File: src/rtl/tpu_ctrl_pkg.sv
// rtl/tpu_ctrl_pkg.sv - shared state encoding and array constants for the feed sequencer
// Purpose: state enum and fixed array/serial-number constants used by feed_seq_ctrl.
// Ports: none (package).
package tpu_ctrl_pkg;

    typedef enum logic [1:0] {
        ST_IDLE  = 2'd0,
        ST_FEED  = 2'd1,
        ST_DRAIN = 2'd2,
        ST_DONE  = 2'd3
    } feed_state_t;

    localparam int              ARRAY_SIZE = 32;
    localparam int              SERIAL_W   = 7;
    // Last serial number of a sweep; the selector decodes IDLE_NUM as the all-zero row.
    localparam logic [SERIAL_W-1:0] SERIAL_MAX = 7'd126;
    localparam logic [SERIAL_W-1:0] IDLE_NUM   = 7'd127;

endpackage

File: src/rtl/feed_seq_ctrl_hold_counter.sv
// rtl/feed_seq_ctrl_hold_counter.sv - up-counter with clear, enable and terminal-count flag
// Purpose: counts up while en is high, clr has priority, saturates at TERM so it never wraps.
// Ports:
//   clk, srstn : clock, asynchronous active-low reset
//   clr        : synchronous clear to zero
//   en         : count enable (driven with !stall by the sequencer)
//   count      : current count
//   tc         : high while count == TERM
module hold_counter #(
    parameter int W    = 7,
    parameter int TERM = 126
) (
    input  logic         clk,
    input  logic         srstn,
    input  logic         clr,
    input  logic         en,
    output logic [W-1:0] count,
    output logic         tc
);

    assign tc = (count == W'(TERM));

    always_ff @(posedge clk or negedge srstn) begin
        if (!srstn) begin
            count <= '0;
        end else if (clr) begin
            count <= '0;
        end else if (en && !tc) begin
            count <= count + W'(1);
        end
    end

endmodule

File: src/rtl/feed_seq_ctrl.sv
// rtl/feed_seq_ctrl.sv - serial-number sequencer feeding the systolic-array SRAM address selector
// Purpose: per tile, sweeps 0..SERIAL_MAX (one step per un-stalled cycle), drains for
//          DRAIN_CYCLES, pulses tile_done; pulses done after the last tile.
// Ports:
//   clk, srstn      : clock, asynchronous active-low reset
//   start           : run request, only honoured in IDLE
//   num_tiles       : tile count, latched on an accepted start
//   stall           : freezes serial and drain counters
//   addr_serial_num : serial number to the selector (IDLE_NUM when not feeding)
//   feed_valid      : addr_serial_num is a live feed step
//   tile_idx        : tile currently feeding or draining
//   busy            : high in FEED, DRAIN and DONE
//   tile_done       : one-cycle pulse in the last drain cycle of a tile
//   done            : one-cycle pulse after the last tile
module feed_seq_ctrl
    import tpu_ctrl_pkg::*;
#(
    parameter int DRAIN_CYCLES = 34,
    parameter int TILE_W       = 4
) (
    input  logic                clk,
    input  logic                srstn,
    input  logic                start,
    input  logic [TILE_W-1:0]   num_tiles,
    input  logic                stall,
    output logic [SERIAL_W-1:0] addr_serial_num,
    output logic                feed_valid,
    output logic [TILE_W-1:0]   tile_idx,
    output logic                busy,
    output logic                tile_done,
    output logic                done
);

    localparam int DRAIN_W = 8;
    // tile_done is registered, so it is raised one edge before the drain counter's last value.
    localparam int DRAIN_PRE = (DRAIN_CYCLES > 1) ? DRAIN_CYCLES - 2 : 0;

    feed_state_t          state;
    logic [TILE_W-1:0]    tiles_lat;
    logic [SERIAL_W-1:0]  ser_cnt;
    logic                 ser_tc;
    logic [DRAIN_W-1:0]   drn_cnt;
    logic                 drn_tc;

    hold_counter #(.W(SERIAL_W), .TERM(int'(SERIAL_MAX))) u_serial_cnt (
        .clk   (clk),
        .srstn (srstn),
        .clr   (state != ST_FEED),
        .en    ((state == ST_FEED) && !stall),
        .count (ser_cnt),
        .tc    (ser_tc)
    );

    hold_counter #(.W(DRAIN_W), .TERM(DRAIN_CYCLES - 1)) u_drain_cnt (
        .clk   (clk),
        .srstn (srstn),
        .clr   (state != ST_DRAIN),
        .en    ((state == ST_DRAIN) && !stall),
        .count (drn_cnt),
        .tc    (drn_tc)
    );

    always_ff @(posedge clk or negedge srstn) begin
        if (!srstn) begin
            state           <= ST_IDLE;
            tiles_lat       <= '0;
            addr_serial_num <= IDLE_NUM;
            feed_valid      <= 1'b0;
            tile_idx        <= '0;
            busy            <= 1'b0;
            tile_done       <= 1'b0;
            done            <= 1'b0;
        end else begin
            tile_done <= 1'b0;
            done      <= 1'b0;
            case (state)
                ST_IDLE: begin
                    if (start) begin
                        busy     <= 1'b1;
                        tile_idx <= '0;
                        if (num_tiles != '0) begin
                            tiles_lat       <= num_tiles;
                            state           <= ST_FEED;
                            addr_serial_num <= '0;
                            feed_valid      <= 1'b1;
                        end else begin
                            state <= ST_DONE;
                        end
                    end
                end
                ST_FEED: begin
                    if (stall) begin
                        feed_valid <= 1'b0;
                    end else if (ser_tc) begin
                        state           <= ST_DRAIN;
                        addr_serial_num <= IDLE_NUM;
                        feed_valid      <= 1'b0;
                        // A one-cycle drain window is also its last cycle.
                        if (DRAIN_CYCLES == 1) tile_done <= 1'b1;
                    end else begin
                        addr_serial_num <= ser_cnt + SERIAL_W'(1);
                        feed_valid      <= 1'b1;
                    end
                end
                ST_DRAIN: begin
                    if (!stall) begin
                        if (drn_tc) begin
                            if (tile_idx == tiles_lat - TILE_W'(1)) begin
                                state <= ST_DONE;
                            end else begin
                                tile_idx        <= tile_idx + TILE_W'(1);
                                state           <= ST_FEED;
                                addr_serial_num <= '0;
                                feed_valid      <= 1'b1;
                            end
                        end else if (drn_cnt == DRAIN_W'(DRAIN_PRE)) begin
                            tile_done <= 1'b1;
                        end
                    end
                end
                ST_DONE: begin
                    // First DONE cycle raises done; second returns to IDLE.
                    if (!done) begin
                        done <= 1'b1;
                    end else begin
                        busy     <= 1'b0;
                        tile_idx <= '0;
                        state    <= ST_IDLE;
                    end
                end
                default: state <= ST_IDLE;
            endcase
        end
    end

endmodule

File: config.mk
export PLATFORM = sky130hd
export DESIGN_NAME = feed_seq_ctrl
export DESIGN_NICKNAME = d
export VERILOG_FILES = /design/src/rtl/tpu_ctrl_pkg.sv /design/src/rtl/feed_seq_ctrl_hold_counter.sv /design/src/rtl/feed_seq_ctrl.sv
export SDC_FILE = /design/constraint.sdc
export NUM_CORES = 1
export LEC_CHECK = 0
export ABC_AREA = 1
export CAP_MARGIN = 20
export CORE_ASPECT_RATIO = 2
export CORE_MARGIN = 4
export CORE_UTILIZATION = 60
export DETAILED_ROUTE_END_ITERATION = 12
export PLACE_DENSITY = 0.84
export SLEW_MARGIN = 20
export SYNTH_ARGS = -nofsm -noshare
export SYNTH_HDL_FRONTEND = slang
export SYNTH_SLANG_ARGS = --single-unit
File: constraint.sdc
create_clock -name clk -period 2.4 [get_ports clk]
set_input_delay 0.48 -clock clk [delete_from_list [all_inputs] [get_ports clk]]
set_output_delay 0.48 -clock clk [all_outputs]
set_load 0.02 [all_outputs]
# --- Word-level counts from Yosys, hierarchy flattened ---
# Cells that the tools add are included.
word_totals:
  in_bits: 8
  register_bits: 36
  out_inout_bits: 15
classes:
  reduce_logical: 20
  addsub: 4
  mux: 44
  eq_ne: 17
ops:
  columns: ["cell", "n"]
  rows:
  - ["7-bit two-way mux", 9]
  - ["7-bit case mux with 3 select lines", 1]
  - ["4-bit two-way mux", 5]
  - ["6-bit AND reduction", 3]
  - ["8-bit by 6-bit equality test with 1-bit output, second input constant", 2]
  - ["2-bit two-way mux", 8]
  - ["8-bit two-way mux", 2]
  - ["1-bit two-way mux", 15]
  - ["2-bit != test, second input constant", 7]
  - ["4-bit case mux with 3 select lines", 1]
  - ["8-bit by 1-bit adder with 8-bit output, second input constant", 1]
  - ["2-bit case mux with 4 select lines", 1]
  - ["7-bit by 1-bit adder with 7-bit output, second input constant", 1]
  - ["7-bit equality test, second input constant", 1]
  - ["7-bit AND reduction", 1]
  - ["2-bit by 1-bit != test with 1-bit output, second input constant", 3]
  - ["3-bit AND reduction", 2]
  - ["2-bit nonzero test", 3]
  - ["3-bit nonzero test", 2]
  - ["4-bit by 1-bit adder with 4-bit output, second input constant", 1]
  - ["2-bit equality test, second input constant", 2]
  - ["4-bit equality test", 1]
  - ["1-bit logical AND", 4]
  - ["4-bit nonzero test", 1]
  - ["6 further kinds", 8]

# --- Logic depth before layout (Yosys ltp) ---
# Gate-level depths: netlist of run 1.
logic_depth:
  word_depth: 6
  ltp_mapped: 12

# --- Hierarchy ---
# Synthesis of run 1 repeated with hierarchy kept, for this count alone.
unflattened:
  hier_cells: 318
  hier_area_um2: 2298.5
by_module_without_submodules:
  columns: ["mod", "seq_area_each_um2", "cells_per_inst", "n_inst", "area_per_inst_um2"]
  rows:
  - ["feed_seq_ctrl", 534.3, 185, 1, 1320.0]
  - ["hold_counter at u_drain_cnt", 200.2, 73, 1, 511.7]
  - ["hold_counter at u_serial_cnt", 175.2, 60, 1, 466.7]

# --- Least setup slack after synthesis of run 1 ---
# Ideal clock, no wire load.
synth_timing:
  path_type: "register to register"
  from: "register tiles_lat[0]"
  to: "register tile_idx[0]"
  setup_time_ns: 0.118
  required_time_ns: 2.282
  stages_incl_launch_ff: 9
  arrival_time_ns: 1.375
  path_slack_ns: 0.907
  cell_sequence: "dfrtp_1 > inv_1 > ha_1 > xnor2_1 > nor2_1 > nand3_2 > buf_6 > nand4_1 > nand2_1"
synth_via:
  elab_chain_cells: 4
synth_lines:
  columns: ["item", "line", "text"]
  rows:
  - ["start, declared", "feed_seq_ctrl.sv:39", "logic [TILE_W-1:0] tiles_lat;"]
  - ["start signal, assigned", "feed_seq_ctrl.sv:82", "tiles_lat <= num_tiles;"]
  - ["4-bit by 1-bit subtractor with 4-bit output", "feed_seq_ctrl.sv:108", "if (tile_idx == tiles_lat - TILE_W'(1)) begin"]
  - ["4-bit equality test", "feed_seq_ctrl.sv:108", null]
  - ["2-bit != test (no source line)", null, null]
  - ["6-bit AND reduction (no source line)", null, null]
  - ["end signal, assigned", "feed_seq_ctrl.sv:111", "tile_idx <= tile_idx + TILE_W'(1);"]
  - ["end, declared", "feed_seq_ctrl.sv:28", "output logic [TILE_W-1:0] tile_idx,"]
# Every way passes these cells.
# A chain may end at the register's enable or synchronous reset.

# --- Worst setup path after layout of run 1 ---
layout_timing:
  from: "register addr_serial_num[4]"
  to: "output port addr_serial_num[4]"
layout_rtl:
  columns: ["item", "line", "text"]
  rows:
  - ["start, declared", "feed_seq_ctrl.sv:26", "output logic [SERIAL_W-1:0] addr_serial_num,"]
  - ["start signal, assigned", "feed_seq_ctrl.sv:101", "addr_serial_num <= ser_cnt + SERIAL_W'(1);"]
# No word-level cell between the ends.

==> results.json, run 1 <==
{
  "design.final.nets": 331,
  "r2r_cells": 7,
  "rsz_0062_raised_after_global_routing": "false",
  "min_period_over_period_pct": 79.0,
  "endpoint_kind": "output port",
  "placement_rows": 30,
  "grt.overflow.total": 0,
  "synth-warning-count": 0,
  "maximum_number_of_pins_on_one_net_before_global_route_repair": 37,
  "drt_first_pass_iters": 4,
  "fin_ws_ns": 0.504,
  "worst_clock_skew_ns": 0.0137,
  "cap_violations": 0,
  "wl_mm": 4.33,
  "clk_pin_slew_ns": 0.06,
  "grt_pass1_vias": 1855,
  "port_buffers": 22,
  "synth_compound_gate_area_share_pct": 8.01,
  "grt_pass1_wl_mm": 7.61,
  "rr_startpoint": "u_serial_cnt.count[0]",
  "design.die.area_sq_um": 4580,
  "worst_path_dominant_cell_family": "buffers and inverters",
  "finalHoldWorstSlack_ns": 0.460,
  "synthCells": 288,
  "dp.final_hpwl_mm": 3.39,
  "cts_setup_buffers": 0,
  "cellLeakagePower_nw": 1.20,
  "maxSlewHeadroom_pct": 70.8,
  "crit_path_start": "addr_serial_num[4]",
  "num_vias": 1884,
  "worst_path_largest_cell_delay_ns": 0.60,
  "timing.critical_path.slowest_stage_cell": "clkdlybuf4s50_1",
  "route.detailed.drc": 0,
  "run_status": "completed",
  "maximum_net_fanout_on_the_critical_path": 2,
  "synth.lib_cells_used.distinct": 24,
  "globalRouteTotalUtil_pct": 21.2,
  "synth_xor_xnor_area_share_pct": 2.08,
  "die_h_um": 91.8,
  "setup-tns-final_ns": 0,
  "power_density_nw_per_um2": 964,
  "worstHoldPathCells": 2,
  "ir_worst_vdd_uv": 605,
  "synth_mux_area_share_pct": 0,
  "detail_route.vias_per_cell": 5.40,
  "required_ns": 1.92,
  "cts_tree": "done",
  "synth_area_per_cell_sq_um": 7.32,
  "cts-buffers-inserted": 5,
  "worstPathCellList": "clkdlybuf4s50_1",
  "setup_violations": 0,
  "holdCritPathClass": "flop to flop",
  "ctsHoldBuffers": 0,
  "r2r_end": "u_serial_cnt.count[4]",
  "synth_sequential_area_ratio_pct": 43.1,
  "layout-area-overhead-vs-synth_pct": 15.8,
  "placedInstanceArea_sq_um": 2360,
  "mappedNetlistNets": 303,
  "core_area_sq_um": 3380,
  "r2r_slack_ns": 0.56,
  "detail-route-antenna-nets": 0,
  "yosys_register_bits": 36,
  "timing.critical_path.buf_inv": 1,
  "p_total_mw": 2.35,
  "tightest_slew_ns": 0.438,
  "hold-path-endpoint": "addr_serial_num[2]",
  "routed_wire_length_per_instance_um": 12.4,
  "final.min_clock_period_ns": 1.90,
  "worstSkewPairLatency_ns": 0.30,
  "cts_buffer_depth": 2,
  "dominant_combinational_cell_family_by_area_after_synthesis": "simple AND/OR/NAND/NOR gates",
  "count_of_routing_violations_after_the_opening_detailed_route_iteration": 39,
  "synth.cell_area_sq_um": 2110,
  "post_synth_fa_ha_maj_area_fraction_pct": 4.15,
  "final-max-slew-violation-count": 0,
  "number_of_clock_sinks": 36,
  "initial_cell_density_of_the_core_pct": 62.4,
  "placement.setup.worst_slack_ns": 0.448,
  "antenna_violations_before_repair": 0,
  "worst-setup-path-type": "flop to output port",
  "crit_arrival_ns": 1.42,
  "cts_resized": 0,
  "fillers": 265,
  "final_design_area_no_fill_sq_um": 2440,
  "hold_path_startpoint": "addr_serial_num[2]",
  "post_synth_and_or_nand_nor_area_fraction_pct": 34.0,
  "die_x_um": 49.9,
  "post_route_cells_drive_above_1_share_pct": 7.26,
  "antenna_cells_inserted": 0,
  "placer_congestion_estimate": 0.812,
  "top_level_ports": 23,
  "ctsHtreeMaxLevel": 2,
  "finalHoldViolCount": 0,
  "start_kind": "flop",
  "maxClockFrequency_mhz": 527,
  "clock_tree.root_cell": "clkbuf_8"
}
## where the power goes
group	total, mW	switching [mW]	leakage, nW	internal (mW)
Combinational	1.06	0.695	0.703	0.368
Sequential	0.871	0.122	0.455	0.749
Clock	0.418	0.214	0.0422	0.204
Total	2.35	1.03	1.20	1.32
## area by class of cell
type | instances | area (sq um) | share of cell area, %
inverter | 44 | 165 | 6.77
sequential | 36 | 910 | 37.3
timing repair buffer | 23 | 228 | 9.33
multi-input combinational | 206 | 1020 | 41.7
clock inverter | 1 | 5.00 | 0.205
clock buffer | 7 | 76.3 | 3.13
tap | 32 | 40.0 | 1.64
## Yosys cell counts (all sizes together)
master,count,share of area (%)
xor2,3,1.2
nor3b,1,0.36
nand2,92,16
ha,7,4.2
o21ai,20,4.9
a31o,1,0.42
dfrtp,29,34
inv,44,7.8
o22ai,1,0.30
buf,2,0.77
dfstp,7,8.7
a21oi,10,2.4
nand3,21,5.7
nor3,7,1.7
nor2,24,4.7
nand4,17,5.0
xnor2,2,0.83
## cells by family after synthesis
| logic type | Yosys count |
|---|---|
| buffers and inverters | 46 |
| xor gates and xnor gates | 5 |
| AOI/OAI and AO/OA | 32 |
| and+or+nand+nor | 162 |
| adders and majority gates | 7 |
| DFF | 36 |
## state kept, by name, summed over array words and instances (netlist names)
name / flops
addr_serial_num: 7
busy: 1
done: 1
feed_valid: 1
state: 2
tile_done: 1
tile_idx: 4
tiles_lat: 4
u_drain_cnt.count: 8
u_serial_cnt.count: 7
## placed cells by master (no fill, tap or decap), drive strengths merged
master / n
nor2: 24
nand4: 17
a31o: 1
clkbuf: 7
a21oi: 10
dfstp: 7
nor3b: 1
nand3: 21
nor3: 7
xor2: 3
xnor2: 2
nand2: 92
o22ai: 1
clkinv: 1
dfrtp: 29
o21ai: 20
buf: 1
clkdlybuf4s50: 22
inv: 44
ha: 7
## worst max path at each step
stage	end	cells past startpoint	slack (ns)
3_5_place_dp	addr_serial_num[5]	9	0.45
3_3_place_gp	addr_serial_num[5]	9	0.47
5_1_grt	u_serial_cnt.count[4]	7	0.41
2_1_floorplan	tile_idx[0]	8	0.91
6_report	addr_serial_num[4]	1	0.50
4_1_cts	addr_serial_num[4]	1	0.49
## stage by stage
stage,std cells,utilization (%)
finish,349,72.3
global route,349,72.3
CTS,349,72.3
detailed placement,341,69.9
global placement,341,69.9
floorplan,288,-
## layer usage
| metal | up-vias | part of all wire, % | track usage (%) |
|---|---|---|---|
| met2 | 28 | 57 | 40.5 |
| met3 | 6 | 2.4 | 3.58 |
| met1 | 868 | 39 | 21.3 |
| met4 | 0 | 1.9 | 9.70 |
| met5 | - | 0 | 0 |
| li1 | 982 | - | - |
Power figures use the tool's default switching activity.
==> run 2: changes to the inputs <==
--- a/config.mk
+++ b/config.mk
@@ -9,9 +9,9 @@
 export CAP_MARGIN = 20
 export CORE_ASPECT_RATIO = 2
 export CORE_MARGIN = 4
-export CORE_UTILIZATION = 60
+export CORE_UTILIZATION = 51
 export DETAILED_ROUTE_END_ITERATION = 12
-export PLACE_DENSITY = 0.84
+export PLACE_DENSITY = 0.76
 export SLEW_MARGIN = 20
 export SYNTH_ARGS = -nofsm -noshare
 export SYNTH_HDL_FRONTEND = slang
==> constraint.sdc (replaced) <==
create_clock -name clk -period 1.6 [get_ports clk]
set_input_delay 0.32 -clock clk [delete_from_list [all_inputs] [get_ports clk]]
set_output_delay 0.32 -clock clk [all_outputs]
set_load 0.02 [all_outputs]
==> run 2 against run 1 <==
  * Clock skew down 0.00085 ns
  * Critical endpoint is now tile_idx[1]
  * Final cell count up 15%
  * Largest cell class unchanged
  * Largest power group unchanged
  * Utilization up 0.22 points
==> results.json, run 2 (same netlist as run 1, synthesis figures left out) <==
{
  "largest_registers_in_the_final_layout": "u_drain_cnt.count: 8 flops, addr_serial_num: 7 flops, u_serial_cnt.count: 7 flops",
  "drt_first_pass_iters": 4,
  "layout_common_cells": "nand2_1 (87), inv_1 (36), buf_4 (29)",
  "ctsHtreeMaxLevel": 2,
  "design.die.area_sq_um": 5290,
  "crit_arrival_ns": 1.72,
  "top_level_ports": 23,
  "maxSlewHeadroom_pct": 76.2,
  "final.min_clock_period_ns": 1.54,
  "num_vias": 2107,
  "ir_worst_vdd_uv": 1050,
  "count_of_routing_violations_after_the_opening_detailed_route_iteration": 74,
  "worstSkewPairLatency_ns": 0.29,
  "worstPathCellList": "inv_2 > ha_4 > xnor2_1 > nor2_2 > nand3_4 > buf_6 > nand4_1 > nand2_1",
  "clk_pin_slew_ns": 0.08,
  "layout_commonest_cell": "nand2_1",
  "cts_tree": "done",
  "worst_path_largest_cell_delay_ns": 0.39,
  "worst_path_dominant_cell_family": "simple AND/OR/NAND/NOR gates",
  "design.final.nets": 366,
  "endpoint_kind": "flop",
  "placement_rows": 32,
  "cts_buffer_depth": 2,
  "fin_ws_ns": 0.0593,
  "final-max-slew-violation-count": 0,
  "dp.final_hpwl_mm": 3.65,
  "detail-route-antenna-nets": 0,
  "grt_pass1_vias": 2020,
  "finalHoldViolCount": 0,
  "tightest_slew_ns": 0.356,
  "core_area_sq_um": 3920,
  "timing.critical_path.buf_inv": 2,
  "count_of_cell_instances_traversed_by_the_critical_path": 8,
  "largest_reg_flops": 8,
  "maxClockFrequency_mhz": 649,
  "cap_violations": 0,
  "die_h_um": 98.9,
  "ctsHoldBuffers": 0,
  "cts-buffers-inserted": 5,
  "run_status": "completed",
  "timing.critical_path.slowest_stage_cell": "dfrtp_1",
  "max_flop_register": "u_drain_cnt.count",
  "finish.cell_count_without_fillers": 403,
  "start_kind": "flop",
  "post_route_cells_drive_above_1_share_pct": 22.2,
  "number_of_clock_sinks": 36,
  "cellLeakagePower_nw": 1.45,
  "maximum_number_of_pins_on_one_net_before_global_route_repair": 37,
  "placed_instances": 383,
  "rsz_0062_raised_after_global_routing": "true",
  "detail_route.vias_per_cell": 5.23,
  "min_period_over_period_pct": 96.3,
  "placer_congestion_estimate": 0.798,
  "route.detailed.drc": 0,
  "layout.core_utilization_pct": 72.5,
  "clock_tree.root_cell": "clkbuf_8",
  "grt_pass1_wl_mm": 8.45,
  "placement.setup.worst_slack_ns": -0.177,
  "wl_mm": 5.22,
  "holdCritPathClass": "input pin to async pin",
  "setup_violations": 0,
  "r2r_cells": 8,
  "worst-setup-path-type": "flop to flop",
  "layout-area-overhead-vs-synth_pct": 34.9,
  "port_buffers": 22,
  "grt.overflow.total": 0,
  "die_x_um": 53.5,
  "antenna_cells_inserted": 0,
  "routed_wire_length_per_instance_um": 12.9,
  "globalRouteTotalUtil_pct": 20.9,
  "antenna_violations_before_repair": 0,
  "power_density_nw_per_um2": 1470,
  "initial_cell_density_of_the_core_pct": 53.7,
  "worst_clock_skew_ns": 0.0129,
  "maximum_net_fanout_on_the_critical_path": 5,
  "setup-tns-final_ns": 0,
  "p_total_mw": 4.17,
  "required_ns": 1.78
}
[run 2: worst register-to-register path, cell delays in order, from the launching register on]
cell and delay, ns:
dfrtp_1 0.39, inv_2 0.08, ha_4 0.20, xnor2_1 0.13, nor2_2 0.19, nand3_4 0.16, buf_6 0.15, nand4_1 0.07
nand2_1 0.06
[run 2: metrics by stage]
stage / cell area [sq um] / hold WS, ns
floorplan: 2110 / 0.0244
global placement: 2570 / 0.450
detailed placement: 2570 / 0.459
CTS: 2660 / 0.395
global route: 2840 / 0.403
finish: 2840 / 0.385
[run 2: path summary, 6_finish.rpt]
check                             start                  to  slack (ns)
hold reg to reg                    done                done        0.46
hold / removal                    srstn                busy        0.39
setup / recovery           tiles_lat[1]         tile_idx[1]        0.06
max in group asynchronous         srstn  addr_serial_num[5]        0.95
setup reg to reg           tiles_lat[1]         tile_idx[1]        0.06
min in group clk                   done                done        0.46
[run 2: per-layer routing]
metal	GRT usage [%]	wire length, um	vias up	share of wire (%)
met5	0	0	-	0
met4	8.27	97	0	1.9
met3	3.03	130	9	2.5
met2	39.3	3070	39	59
met1	21.7	1920	995	37
li1	-	-	1064	-
[run 2: timing repair]
action                                  in CTS  in global routing
gates resized for setup                     12                 34
setup buffers                                1                  9
pin swaps                                    3                 12
hold endpoints to repair                     0                  0
cloned                                       2                  0
endpoints found under the setup margin      21                 28
[run 2: power by group]
group	leakage [nW]	internal [mW]	switching [mW]
sequential	0.452	1.13	0.175
combinational	0.956	0.912	1.33
clock	0.0412	0.304	0.319
total	1.45	2.34	1.83
[run 2: final cells by class]
cell class              instances  area (sq um)
fillers                       321          1080
well taps                      51          63.8
inverters                      44           165
clock inverters                 2          12.5
repair buffers                 56           497
multi-input cells             208          1120
flip-flops and latches         36           912
clock buffers                   6          72.6
==> RTL edit 1: new RTL, settings of run 2 <==
Reset style: synchronous (`srstn`), changed in 2 clocked blocks. Comments in the files are not updated.
--- a/src/rtl/feed_seq_ctrl_hold_counter.sv
+++ b/src/rtl/feed_seq_ctrl_hold_counter.sv
@@ -20,7 +20,7 @@
 
     assign tc = (count == W'(TERM));
 
-    always_ff @(posedge clk or negedge srstn) begin
+    always_ff @(posedge clk) begin
         if (!srstn) begin
             count <= '0;
         end else if (clr) begin
--- a/src/rtl/feed_seq_ctrl.sv
+++ b/src/rtl/feed_seq_ctrl.sv
@@ -60,7 +60,7 @@
         .tc    (drn_tc)
     );
 
-    always_ff @(posedge clk or negedge srstn) begin
+    always_ff @(posedge clk) begin
         if (!srstn) begin
             state           <= ST_IDLE;
             tiles_lat       <= '0;
Check against the original RTL: differs if srstn is asserted again (counterexample within 4 cycles, from zero or initial values and one cycle with srstn low); with srstn held inactive, the same outputs for 10 cycles.
==> RTL edit 1 against run 2 <==
Routed wire length decreased by 0.81%. Critical path depth decreased by 7. Sequential cell count unchanged. Setup slack got worse by 0.033 ns. Via count decreased by 4.1%. Area after synthesis decreased by 5.9%. Non-clock buffer count decreased by 8. Cell area decreased by 7.5%. Maximum frequency decreased by 2.1%. Total power decreased by 13%. Largest cell class unchanged. Highest routed layer unchanged.
==> RTL edit 1: results (changes against run 2) <==
| Metric | Value |
|---|---|
| Largest net degree at the start of global routing | `13 (-65%)` |
| Mux contribution to synthesized area | `0% (unchanged)` |
| GR Util met3 | `3.10% (+0.075 points)` |
| Worst Reg-to-Reg Cells | `11 (+3)` |
| Sequential area share after synthesis | `36.3% (-6.8 points)` |
| Global routing usage on met2 | `43.4% (+4.1 points)` |
| Pre-CTS WS | `-0.0915 ns (+0.0851 ns)` |
| Synth Area in Adders | `4.41% (+0.26 points)` |
| Post-cts gate resize count | `9 (-3)` |
| Fin crit share | `98.3% (+2.1 points)` |
| Ys async rst share | `0% (-100 points)` |
| DRT iter0 DRCs | `31 (-58%)` |
| Post-layout util | `71.4% (-1.1 points)` |
| Crit path largest cell delay | `0.62 ns (+0.23 ns)` |
| Reg-to-Reg End | `tile_idx[1]` |
| Vias in the first global route | `1872 (-7.3%)` |
| Main flop type after synthesis | `dfxtp_1` |
| Met2 Wirelength | `3030 um (-1.2%)` |
| GRT Total Usage | `21.6% (+0.72 points)` |
| Routed length on met3 | `143 um (+10%)` |
| Arr. time, crit path | `1.25 ns (-0.47 ns)` |
| FILL cells | `312 (-2.8%)` |
| Synth top area cells | `dfxtp_1 36%, nand2_1 15%, inv_1 7.6%, a21oi_1 6.8%, nand3_1 5.8%` |
| GP Congestion | `0.852 (+6.8%)` |
| Drt wl/cell | `13.2 um (+2.0%)` |
| Cell class contributing the biggest share of worst-path delay | `buffers and inverters` |
| Maximum VDD drop | `821 uV (-22%)` |
| Vias per Instance | `5.16 (-1.4%)` |
| Slowest-stage cell, CP | `clkdlybuf4s50_1` |
| Hold crit path type | `reg -> reg` |
| Final cell count without fillers | `392 (-2.7%)` |
| Post-synth top cells | `79 x nand2_1, 40 x inv_1, 36 x dfxtp_1` |
| GR Util met1 | `20.5% (-1.2 points)` |
| Clock Skew | `0.0101 ns (-0.00276 ns)` |
| Worst Tran Pin Value | `0.304 ns (-0.0516 ns)` |
| Hpwl dp | `3810 um (+4.3%)` |
| Placed insts | `378 (-1.3%)` |
| Crit path max fanout | `2 (-3)` |
| Setup crit end | `addr_serial_num[5]` |
| Setup TNS | `0 ns (unchanged)` |
| Final nets | `357 (-2.5%)` |
| R2r startpoint | `u_drain_cnt.count[1]` |
| Post-synthesis xor/xnor area fraction | `3.09% (+1.0 points)` |
| Critical path startpoint | `addr_serial_num[5]` |
| Syn Nets | `305 (+0.66%)` |
| Compound-Gate Fraction of Synth Area | `11.0% (+3.0 points)` |
| Placed Area | `2400 um^2 (-6.4%)` |
| P_leak | `1.15 nW (-21%)` |
| Layout cell share with drive strength beyond 1 | `22.2% (about the same)` |
| Mean post-synth cell area | `6.84 um^2 (-6.5%)` |
| Met1 WL | `1890 um (-1.5%)` |
| Global-route wire length before repair | `8150 um (-3.5%)` |
| Outcome | `finished clean` |
==> RTL edit 1: cell types whose count changed in the layout (fill, tap and decap cells not counted), moves of 6 or more <==
cell                    run 2  this run
a21oi_1                    10        27
nand4_1                    17         8
dfxtp_1                     0        31
clkdlybuf4s50_1             8        14
dfrtp_1                    27         0
nand2_1                    87        73
nor2_4                      2         8
dfstp_2                     7         0
==> RTL edit 1: cell type report <==
| type | count | area share [%] |
|---|---|---|
| multi-input combinational | 206 | 44.1 |
| inverter | 45 | 6.61 |
| clock inverter | 2 | 0.381 |
| sequential | 36 | 27.7 |
| clock buffer | 6 | 3.14 |
| tap | 49 | 2.33 |
| timing repair buffer | 48 | 15.7 |
==> RTL edit 1: report_power, final <==
| group | switching, mW | total, mW | internal, mW |
|---|---|---|---|
| Combinational | 1.07 | 1.79 | 0.720 |
| Sequential | 0.124 | 1.18 | 1.06 |
| Clock | 0.325 | 0.668 | 0.344 |
==> RTL edit 2: new RTL, config.mk and constraints of run 2 <==
Without the edit above. `SERIAL_W`: 7 -> 14.
--- a/src/rtl/tpu_ctrl_pkg.sv
+++ b/src/rtl/tpu_ctrl_pkg.sv
@@ -11,7 +11,7 @@
     } feed_state_t;
 
     localparam int              ARRAY_SIZE = 32;
-    localparam int              SERIAL_W   = 7;
+    localparam int              SERIAL_W   = 14;
     // Last serial number of a sweep; the selector decodes IDLE_NUM as the all-zero row.
     localparam logic [SERIAL_W-1:0] SERIAL_MAX = 7'd126;
     localparam logic [SERIAL_W-1:0] IDLE_NUM   = 7'd127;
Ports: changed (resized addr_serial_num); port bits go from 23 to 30. The function was not compared with the original's and may differ.
==> RTL edit 2 against run 2 <==
Routed wire length up 47%. Total power up 14%. Maximum frequency down 1.0%. Utilization down 0.64 points. Sequential cell count up 14. Area after synthesis up 36%. Final cell count up 35%. Sequential power up 24%. Cell area up 37%. Setup slack worse by 0.016 ns.
==> RTL edit 2: results (changes against run 2) <==
| Metric | Value |
|---|---|
| Placed Area | `3540 um^2 (+38%)` |
| Maximum VDD drop | `1030 uV (-1.3%)` |
| DRT iter0 DRCs | `164 (+120%)` |
| Vias per Instance | `5.42 (+3.6%)` |
| Sw Ratio | `40.2% (-3.6 points)` |
| FILL cells | `415 (+29%)` |
| Synthesized area | `2870 um^2 (+36%)` |
| Mean post-synth cell area | `7.13 um^2 (-2.6%)` |
| Pre-CTS WS | `-0.131 ns (+0.0455 ns)` |
| Clock Skew | `0.0123 ns (-0.000600 ns)` |
| P_leak | `2.10 nW (+45%)` |
| Met2 Wirelength | `4440 um (+45%)` |
| Logic pwr share | `49.9% (-3.9 points)` |
| Worst Reg-to-Reg Cells | `7 (-1)` |
| Global routing usage on met2 | `44.2% (+4.9 points)` |
| Worst hold margin | `0.440 ns (+0.0550 ns)` |
| Multi-input logic area | `1550 um^2 (+38%)` |
| Bufs w/o clock | `81 (+45%)` |
| Syn Nets | `417 (+38%)` |
| GRT Total Usage | `22.8% (+1.8 points)` |
| Outcome | `finished clean` |
| GP Congestion | `0.962 (+21%)` |
| Pwr Total | `4.77 mW (+14%)` |
| Vias in the first global route | `2792 (+38%)` |
| Placed insts | `529 (+38%)` |
| Final cell count without fillers | `545 (+35%)` |
| Buffers on Ports | `29 (+32%)` |
| Worst Slack Setup Final | `0.0430 ns (-0.0163 ns)` |
| Met1 WL | `2730 um (+42%)` |
| R2r startpoint | `u_drain_cnt.count[0]` |
| Crit path max fanout | `6 (+1)` |
| Synth-to-layout area growth | `35.8%` |
| WL final | `7680 um (+47%)` |
| Reg-to-Reg End | `u_drain_cnt.count[4]` |
| Hpwl dp | `5580 um (+53%)` |
| Sequential cell area share | `32.5% (+0.38 points)` |
| P_clk | `0.776 mW (+25%)` |
| Max-slew headroom | `74.8% (-1.5 points)` |
| Multi-input gates | `301 (+45%)` |
| Clock network share of area | `2.35% (-0.65 points)` |
| Global-route wire length before repair | `12000 um (+42%)` |
| Sequential area share after synthesis | `44.0% (+0.81 points)` |
-- RTL edit 2: cell types whose count changed in the layout (fill, tap and decap cells not counted), sizes merged, moves of 4 or more --
| cell | run 2 | this run |
|---|---|---|
| dfrtp | 29 | 43 |
| nor2 | 25 | 49 |
| nand4 | 17 | 21 |
| nand3 | 22 | 33 |
| dlygate4sd2 | 11 | 17 |
| nand2 | 92 | 150 |
| a21oi | 10 | 3 |
| buf | 34 | 50 |
-- RTL edit 2: repair_timing --
| item | CTS | global route |
|---|---|---|
| buffers inserted | 0 | 6 |
| endpoints found under the setup margin | 24 | 46 |
| cloned | 0 | 2 |
| endpoints found under the hold margin | 8 | 0 |
| gates resized for setup | 21 | 46 |
| hold buffers | 1 | 0 |
| pin swaps | 1 | 15 |
-- RTL edit 2: worst register-to-register path, stage by stage (launching register included) --
cell     delay [ns]
dfrtp_1        0.42
ha_4           0.17
nand2_2        0.09
nor2_1         0.05
nor2_1         0.26
nand2_1        0.15
nand2_1        0.21
o21ai_0        0.10
-- RTL edit 2: worst max-delay path by stage --
stage	from	endpoint	cells past startpoint
2_1_floorplan	tiles_lat[0]	addr_serial_num[12]	9
3_3_place_gp	start	addr_serial_num[11]	11
3_5_place_dp	start	addr_serial_num[10]	11
4_1_cts	u_serial_cnt.count[1]	u_serial_cnt.count[8]	7
5_1_grt	u_serial_cnt.count[0]	addr_serial_num[6]	10
6_report	u_drain_cnt.count[0]	u_drain_cnt.count[4]	7
-- RTL edit 2: cells by family after synthesis --
group | share of synthesized area (%)
fa+ha+maj | 3.06
flops | 44.0
compound gates | 4.98
buf+inv | 7.33
simple gates | 39.2
xor+xnor | 1.53
